==> config.mk <==
export PLATFORM = sky130hd
export DESIGN_NAME = audpdm2fifo
export DESIGN_NICKNAME = d
export VERILOG_FILES = /design/src/rtl/audio_pkg.sv /design/src/rtl/audpdm2fifo_pdm_clk_gen.sv /design/src/rtl/audpdm2fifo.sv
export SDC_FILE = /design/constraint.sdc
export NUM_CORES = 1
export LEC_CHECK = 0
export CORE_MARGIN = 2
export CORE_UTILIZATION = 58
export CTS_BUF_LIST = sky130_fd_sc_hd__clkbuf_4
export DETAILED_ROUTE_END_ITERATION = 7
export DONT_BUFFER_PORTS = 1
export PLACE_DENSITY = 0.76
export RECOVER_POWER = 50
export SLEW_MARGIN = 0
export SYNTH_ARGS = -nofsm -noshare
export SYNTH_HDL_FRONTEND = slang
export SYNTH_SLANG_ARGS = --single-unit
==> constraint.sdc <==
create_clock -name clk -period 1.9 [get_ports clk]
set_input_delay 0.38 -clock clk [delete_from_list [all_inputs] [get_ports clk]]
set_output_delay 0.38 -clock clk [all_outputs]
set_load 0.01 [all_outputs]
==> src/rtl/audio_pkg.sv <==
// Shared constants for the audio capture (PDM) and playback (PWM) paths.
// Both directions must agree on sample width, lane packing and window length.
package audio_pkg;

   localparam int unsigned AUD_DATA_WIDTH = 8;
   localparam int unsigned AUD_FIFO_WIDTH = 32;
   localparam int unsigned AUD_LANES      = 4;

   // PDM/PWM window length in one-bit slots; one PCM sample per window.
   localparam int unsigned AUD_WINDOW_LEN = 2 ** AUD_DATA_WIDTH;

endpackage

==> src/rtl/audpdm2fifo_pdm_clk_gen.sv <==
// PDM microphone clock generator: divides clk down to m_clk and flags the
// last clk cycle of each m_clk low phase, where the microphone bit is taken.
module pdm_clk_gen #(
   parameter int unsigned CLK_DIV = 25
) (
   input  logic clk,
   input  logic resetn,
   input  logic en,
   output logic m_clk,
   output logic strobe
);

   localparam int unsigned DIV_W = (CLK_DIV > 1) ? $clog2(CLK_DIV) : 1;
   localparam logic [DIV_W-1:0] DIV_LAST = DIV_W'(CLK_DIV - 1);

   logic [DIV_W-1:0] div_cnt;

   // Half-period counter; m_clk toggles on wrap and is parked low when disabled.
   always_ff @(posedge clk) begin
      if (!resetn || !en) begin
         div_cnt <= '0;
         m_clk   <= 1'b0;
      end else if (div_cnt == DIV_LAST) begin
         div_cnt <= '0;
         m_clk   <= ~m_clk;
      end else begin
         div_cnt <= div_cnt + DIV_W'(1);
      end
   end

   // Last cycle before the m_clk rising edge.
   assign strobe = en && (div_cnt == DIV_LAST) && !m_clk;

endmodule

==> src/rtl/audpdm2fifo.sv <==
// PDM capture: samples the microphone bit stream, decimates by counting ones
// per window into unsigned PCM samples, packs four samples per FIFO word.
module audpdm2fifo
   import audio_pkg::*;
#(
   parameter int unsigned DATA_WIDTH      = AUD_DATA_WIDTH,
   parameter int unsigned FIFO_DATA_WIDTH = AUD_FIFO_WIDTH,
   parameter int unsigned CLK_DIV         = 25
) (
   input  logic                       clk,
   input  logic                       resetn,
   input  logic                       en,
   output logic                       m_clk,
   input  logic                       m_data,
   output logic                       m_lr_sel,
   output logic [FIFO_DATA_WIDTH-1:0] fifo_wr_data,
   output logic                       fifo_wr_en,
   input  logic                       fifo_full,
   output logic                       overflow,
   input  logic                       overflow_clr
);

   localparam logic [0:0] ST_IDLE = 1'b0;
   localparam logic [0:0] ST_RUN  = 1'b1;

   localparam int unsigned LANE_W = $clog2(AUD_LANES);
   localparam logic [LANE_W-1:0] LANE_LAST = LANE_W'(AUD_LANES - 1);

   logic [0:0]                 state;
   logic                       run;
   logic                       strobe;
   logic [1:0]                 sync_q;
   logic                       pdm_bit;
   logic [DATA_WIDTH-1:0]      bit_cnt;
   logic [DATA_WIDTH:0]        ones;
   logic [DATA_WIDTH:0]        ones_next;
   logic [DATA_WIDTH-1:0]      sample;
   logic [LANE_W-1:0]          lane;
   logic [FIFO_DATA_WIDTH-1:0] pack;
   logic [FIFO_DATA_WIDTH-1:0] pack_next;
   logic                       window_done;
   logic                       word_done;

   assign m_lr_sel = 1'b0;

   // Leaving RUN takes effect in the same cycle en drops, so no strobe can
   // land in that cycle and the partial window is discarded cleanly.
   assign run = (state == ST_RUN) && en;

   // Two-state capture FSM.
   always_ff @(posedge clk) begin
      if (!resetn) begin
         state <= ST_IDLE;
      end else begin
         case (state)
            ST_IDLE: if (en)  state <= ST_RUN;
            ST_RUN:  if (!en) state <= ST_IDLE;
            default: state <= ST_IDLE;
         endcase
      end
   end

   pdm_clk_gen #(
      .CLK_DIV (CLK_DIV)
   ) u_clk_gen (
      .clk    (clk),
      .resetn (resetn),
      .en     (run),
      .m_clk  (m_clk),
      .strobe (strobe)
   );

   // Two-flop synchronizer for the asynchronous microphone data.
   always_ff @(posedge clk) begin
      if (!resetn) sync_q <= '0;
      else         sync_q <= {sync_q[0], m_data};
   end

   assign pdm_bit = sync_q[1];

   // Window accounting, saturation and lane insertion of the finished sample.
   always_comb begin
      ones_next   = ones + {{DATA_WIDTH{1'b0}}, pdm_bit};
      sample      = ones_next[DATA_WIDTH] ? '1 : ones_next[DATA_WIDTH-1:0];
      window_done = strobe && (bit_cnt == '1);
      word_done   = window_done && (lane == LANE_LAST);
      pack_next   = pack;
      pack_next[lane*DATA_WIDTH +: DATA_WIDTH] = sample;
   end

   // Decimation counters and word packing; everything clears outside RUN.
   always_ff @(posedge clk) begin
      if (!resetn || !run) begin
         bit_cnt <= '0;
         ones    <= '0;
         lane    <= '0;
         pack    <= '0;
      end else if (strobe) begin
         bit_cnt <= bit_cnt + DATA_WIDTH'(1);
         if (window_done) begin
            ones <= '0;
            pack <= pack_next;
            lane <= (lane == LANE_LAST) ? '0 : lane + LANE_W'(1);
         end else begin
            ones <= ones_next;
         end
      end
   end

   // FIFO write strobe and data register; dropped words leave the data unchanged.
   always_ff @(posedge clk) begin
      if (!resetn) begin
         fifo_wr_en   <= 1'b0;
         fifo_wr_data <= '0;
      end else begin
         fifo_wr_en <= 1'b0;
         if (word_done && !fifo_full) begin
            fifo_wr_en   <= 1'b1;
            fifo_wr_data <= pack_next;
         end
      end
   end

   // Sticky overflow; a new drop beats a simultaneous clear.
   always_ff @(posedge clk) begin
      if (!resetn)                    overflow <= 1'b0;
      else if (word_done && fifo_full) overflow <= 1'b1;
      else if (overflow_clr)          overflow <= 1'b0;
   end

endmodule

[Word level (Yosys, flattened, before mapping)]
Index checks and enable logic that the tools add are counted.
Word-level totals
  input port bits: 6
  word-level logic and storage cells: 45
  bits in registers: 94
  output and inout port bits: 36
Cells by class
  equal/unequal tests: 3
  muxes and demuxes: 8
  bitwise gates (word level): 1
  reductions and logical operators: 15
  shift operators: 2
  add/sub/neg operators: 5
Operator list (number)
  $neg 5->34: 1
  $shift 8x34->32 const A: 1
  $shiftx 8x34->32: 1
  $bwmux 32: 1
  $add 9x1->9: 1
  $mux 9: 1
  $add 8x1->8 const B: 1
  $eq 8x8->1 const B: 1
  $mux 8: 1
  $logic_and 1x1->1: 7
  $add 5x1->5 const B: 1
  $eq 5x5->1 const B: 1
  $logic_not 1->1: 4
  $mux 1: 4
  $add 2x1->2 const B: 1
  $eq 2x2->1 const B: 1
  $mux 2: 1
  $reduce_and 2->1: 1
  $reduce_bool 2->1: 1
  $reduce_or 2->1: 1
  $logic_or 1x1->1: 1
  $not 1->1: 1

[Depth between registers and ports, before layout]
  word-level depth: 7
  depth in mapped cells: 9
  gate-level depth less buffers: 7

[Hierarchy]
From an unflattened synthesis, not the netlist that was laid out.
Second synthesis, totals
  cells, all modules: 447
  area total of the unflattened synthesis: 4217.8 um2
By module, submodules not included
  audpdm2fifo: seq. area each 1761.7 um2, area each 3955.0 um2, cells an instance 421, times used 1
  pdm_clk_gen: seq. area each 120.1 um2, area each 262.8 um2, cells an instance 26, times used 1

[Worst setup path after synthesis]
No wires, ideal clock.
  path kind: reg-to-reg
  start: register lane[0]
  end: register pack[19]
  cell stages (with the launch flop): 9
  clock period less this slack: 1.998 ns
  slack: -0.098 ns
  data arrival time: 1.880 ns
  setup time: 0.117 ns
  path buffers: 2
  required time: 1.783 ns
  path through: dfxtp_1 inv_1 ha_1 nor4bb_1 clkbuf_1 and3_1 buf_2 and2_2 a32o_1
On the way
  word-level cells in the longest chain between the ends: 3
  elaborated cells on any way between the ends: 4
  classes of those cells: add/sub (1); shift (2); mux (1)
Ends and longest elaborated chain
  start, declared: line audpdm2fifo.sv:38  | logic [LANE_W-1:0] lane;
  start signal, assigned: line audpdm2fifo.sv:103  | lane <= (lane == LANE_LAST) ? '0 : lane + LANE_W'(1);
  $neg 5->34 *: line audpdm2fifo.sv:88  | pack_next[lane*DATA_WIDTH +: DATA_WIDTH] = sample;
  $shiftx 8x34->32 / $shift 8x34->32 (equally long branches): line audpdm2fifo.sv:88
  $bwmux 32 *: line audpdm2fifo.sv:88
  end signal, assigned: line audpdm2fifo.sv:102  | pack <= pack_next;
  end, declared: line audpdm2fifo.sv:39  | logic [FIFO_DATA_WIDTH-1:0] pack;
Mark *: on every way between the ends. The rest lies on a longest branch, timed or not.
A chain may end at the register's enable or synchronous reset.

[Worst setup path in the final report]
  start: register u_clk_gen.div_cnt[1]
  end: register fifo_wr_data[6]
On the way
  word-level cells in the longest chain between the ends: 6
Ends and longest elaborated chain
  start, declared: line audpdm2fifo_pdm_clk_gen.sv:16  | logic [DIV_W-1:0] div_cnt;
  start signal, assigned: line audpdm2fifo_pdm_clk_gen.sv:27  | div_cnt <= div_cnt + DIV_W'(1);
  $eq 5x5->1: line audpdm2fifo_pdm_clk_gen.sv:32  | assign strobe = en && (div_cnt == DIV_LAST) && !m_clk;
  $logic_and 1x1->1 (2 in series): line audpdm2fifo_pdm_clk_gen.sv:32
  $logic_and 1x1->1: line audpdm2fifo.sv:85  | window_done = strobe && (bit_cnt == '1);
  $logic_and 1x1->1: line audpdm2fifo.sv:86  | word_done = window_done && (lane == LANE_LAST);
  $logic_and 1x1->1: line audpdm2fifo.sv:117  | if (word_done && !fifo_full) begin
  end signal, assigned: line audpdm2fifo.sv:119  | fifo_wr_data <= pack_next;
  end, declared: line audpdm2fifo.sv:16  | output logic [FIFO_DATA_WIDTH-1:0] fifo_wr_data,
Every way passes these cells.

==> summary.txt <==
Layout
  • Area of the multi-input gates: between 2000 and 2500 um^2
  • Antenna cells: 0
  • Area growth from synthesis to layout: 24.2%
  • Net total in the final layout: 560
  • Share of post-route cells with drive strength above 1: 26.3%
  • Fillers: 505
  • Area taken by flip-flops and latches: 1890 um^2

Place
  • Post-detail-place hpwl: 7450 um
  • Routability congestion estimate from global placement: 0.962
  • # port buffers: 0

Logic synthesis
  • Count leader, synth: dfxtp_1
  • Ys Warns: 0
  • Distinct cell type count of the synthesized netlist: 56
  • Post-synth EDFFs: 0
  • Area of the mapped netlist: 4380 um^2
  • Share of synthesized area occupied by flip-flops and latches: 43.0%
  • Post-Syn Instances: 493
  • Flops & latches, synth: 94
  • Post-synth top flop: dfxtp_1
  • Most area-consuming cells after synthesis: dfxtp_1 (43%), a32o_1 (4.3%), nand3_1 (3.5%)
  • Share of Yosys cell area claimed by the top area cell type: between 40 and 50%
  • Cell type contributing the most total cell area after synthesis: dfxtp_1
  • List of most frequent post-synthesis cells: dfxtp_1 (94), nand2_1 (39), nor2_1 (38)
  • Async S/R FF share, synth: 0%
  • Mean instance size in the synthesized netlist: 8.88 um^2
  • Synthesized netlist net count: approximately 500

Worst setup path
  • Critical-path top delay cell: dfxtp_2
  • Longest individual stage delay on the worst path: ~0.36 ns
  • Peak fanout along the critical path: 7
  • Element type at the critical path start: flip-flop
  • Data required, critical path: 2.32 ns
  • Critical Path, Cell by Cell: inv_2, ha_4, nand4b_4, buf_12, nor3_4, and3_4, buf_12, clkbuf_16, o21ai_0, a31oi_1
  • Most frequent cell on the critical path: buf_12
  • Critical path class: flip-flop to flip-flop
  • Worst EP arrival: 2.44 ns
  • Endpoint class of the critical path: flip-flop

GRT
  • GR Util All Layers: 27.0%
  • Wire length of the first global-routing pass: 18100 um
  • Largest net degree at the start of global routing: 53
  • Antenna violations before repair: 0
  • Via count of the first global-routing pass: 3767
  • Global route overflow: 0

CTS
  • TritonCTS clock tree: done
  • CTS clock-pin slew for the worst setup and hold paths: 0.19 ns
  • Clk sink count: 94
  • CTS root buf: clkbuf_4
  • CTS max path bufs: 2
  • Num CTS Buffers: 9
  • Number of H-tree levels: 3
  • Insertion delay of the later-clocked pin in the worst-skew pair: ~0.48 ns

Die
  • Core Region: 7290 um^2
  • Initial core utilization: 60.0%
  • Area enclosed by the die boundary: 8260 um^2
  • Die boundary height: 90.9 um
  • I/O Pins: 42
  • Die width: 90.9 um
  • Count of standard-cell rows: 31

Timing
  • Worst-Margin Slew: between 0.5 and 0.6 ns
  • Setup repair after global routing missed its margin: yes
  • Crit share post-route: 106%
  • Final setup skew: 0.0296 ns
  • Slew headroom: 60.3%
  • Least setup slack across all paths after layout: -0.116 ns
  • Top achievable clock speed: 0.496 GHz
  • Number of hold violations in the final report: 0
  • Worst hold slack after final layout: between 0.02 and 0.025 ns
  • Final Max Slew Viols: 0
  • # setup viols final: 28
  • Final period demand of the worst path: 2.02 ns
  • TNS Setup: -1.52 ns

Drt
  • Post-detailed-routing wire length: 12300 um
  • Detail Route Antenna Nets: 0
  • Vias per std cell: 6.40
  • First drt pass iteration count: 6
  • Routed length per placed instance: 19.0 um
  • Number of DRC violations after detailed routing: 0
  • Routed vias: 4143
  • Iter 0 DRT Violations: 377

Power and ir drop
  • Peak VDD IR: 0.370 mV
  • Leakage power summed over all cells: about 0.0019 uW
  • Power Density: 574 nW/um^2
  • Total chip power: 3120 uW

Status
  • Failing checks: setup timing
  • Result of the run: complete, but fails checks

Flow run
  • Max capacitance violation total: 0

Worst hold path
  • Tightest Hold Check Type: input port to flip-flop
[metal layers]
metal / routed length, um / global-route usage [%] / vias up
met5: 0 / 0 / -
met1: 5120 / 36.4 / 1991
met2: 5840 / 43.4 / 219
met3: 1060 / 6.09 / 43
met4: 282 / 7.95 / 0
li1: - / - / 1890
[where the power goes]
group          internal [uW]  leakage (uW)  switching (uW)
registers               1980      0.000760            2.67
logic                   15.3       0.00103            22.3
clock network            313     0.0000744             791
total                   2300       0.00186             816
[worst max-delay path, delay by kind of cell (launching register included)]
kind / cells / cell delay (ns)
flops: 1 / 0.36
simple gates: 3 / 0.74
compound gates: 2 / 0.23
fa+ha+maj: 1 / 0.14
buf+inv: 4 / 0.51
[flip-flops by register name, summed over array words and instances (netlist names)]
| register | flops |
|---|---|
| fifo_wr_data | 32 |
| pack | 32 |
| ones | 9 |
| bit_cnt | 8 |
| u_clk_gen.div_cnt | 5 |
| lane | 2 |
| sync_q | 2 |
| fifo_wr_en | 1 |
| overflow | 1 |
| state | 1 |
| u_clk_gen.m_clk | 1 |
[timing repair]
action                     in CTS  in global routing
hold endpoints to repair        0                  1
buffers inserted                3                  7
cloned                          0                  7
gates resized for setup        28                 48
setup endpoints to repair      67                 77
pin swaps                       2                 18
hold buffers                    0                  1
[cells in the final DEF (no fill, tap or decap), types with 4 or more instances in the layout]
| cell type | synthesis | layout |
|---|---|---|
| dfxtp_1 | 94 | 89 |
| buf_4 | 6 | 59 |
| nand2_1 | 39 | 38 |
| nor2_1 | 38 | 37 |
| nand3_1 | 31 | 24 |
| nand2b_1 | 21 | 21 |
| a31oi_1 | 20 | 20 |
| a32o_1 | 19 | 19 |
| a22oi_1 | 16 | 15 |
| o21ai_0 | 25 | 13 |
| o21ai_1 | 3 | 12 |
| nand4_1 | 10 | 10 |
| nor2b_1 | 9 | 9 |
| clkbuf_4 | 0 | 9 |
| mux2i_1 | 9 | 8 |
| a21boi_1 | 1 | 8 |
| a21oi_1 | 8 | 8 |
| ha_1 | 11 | 8 |
| buf_6 | 2 | 8 |
| nor3_2 | 4 | 7 |
| nor3_1 | 11 | 6 |
| xor2_1 | 6 | 6 |
| buf_12 | 1 | 6 |
| inv_1 | 7 | 5 |
| and3_1 | 9 | 5 |
| xnor2_1 | 5 | 5 |
| clkbuf_16 | 0 | 5 |
| nor3_4 | 2 | 4 |
| and3_4 | 0 | 4 |
| nand4b_1 | 4 | 4 |
| or3_1 | 5 | 4 |
| o211ai_1 | 4 | 4 |
| nand3_2 | 0 | 4 |
| inv_8 | 0 | 4 |
| dfxtp_2 | 0 | 4 |
[path summary, 6_finish.rpt]
| path | start | end | slack [ns] | cells past startpoint |
|---|---|---|---|---|
| setup / recovery | u_clk_gen.div_cnt[1] | fifo_wr_data[6] | -0.12 | 10 |
| hold / removal | en | state | 0.02 | 1 |
| setup reg to reg | u_clk_gen.div_cnt[1] | fifo_wr_data[6] | -0.12 | 10 |
| hold reg to reg | pack[6] | fifo_wr_data[6] | 0.49 | 2 |
[area by class of cell]
cell class                 count  area share [%]
clock buffer                   9            1.24
clock inverter                 7            1.29
timing repair buffer          80            14.8
sequential                    94            34.8
tap                           99            2.28
inverter                       7           0.484
multi-input combinational    351            45.1
[per-stage QoR]
step	instances	utilization (%)	setup slack (ns)	cell area, um^2
floorplan	493	-	0.0185	4380
global placement	614	65.9	-0.274	4800
detailed placement	614	65.9	-0.402	4800
CTS	633	69.6	-0.00155	5070
global route	647	74.5	-0.179	5430
finish	647	74.5	-0.116	5430
[kinds of logic after synthesis]
logic type               share of synthesized area (%)
AND/OR/NAND/NOR                                   26.2
buffers and inverters                             5.69
multiplexers                                      2.06
XOR/XNOR                                          2.20
other                                           0.0857
adder cells (fa/ha/maj)                           3.14
flip-flops                                        43.0
AO/OA/AOI/OAI                                     17.6
Power figures use the tool's default switching activity.
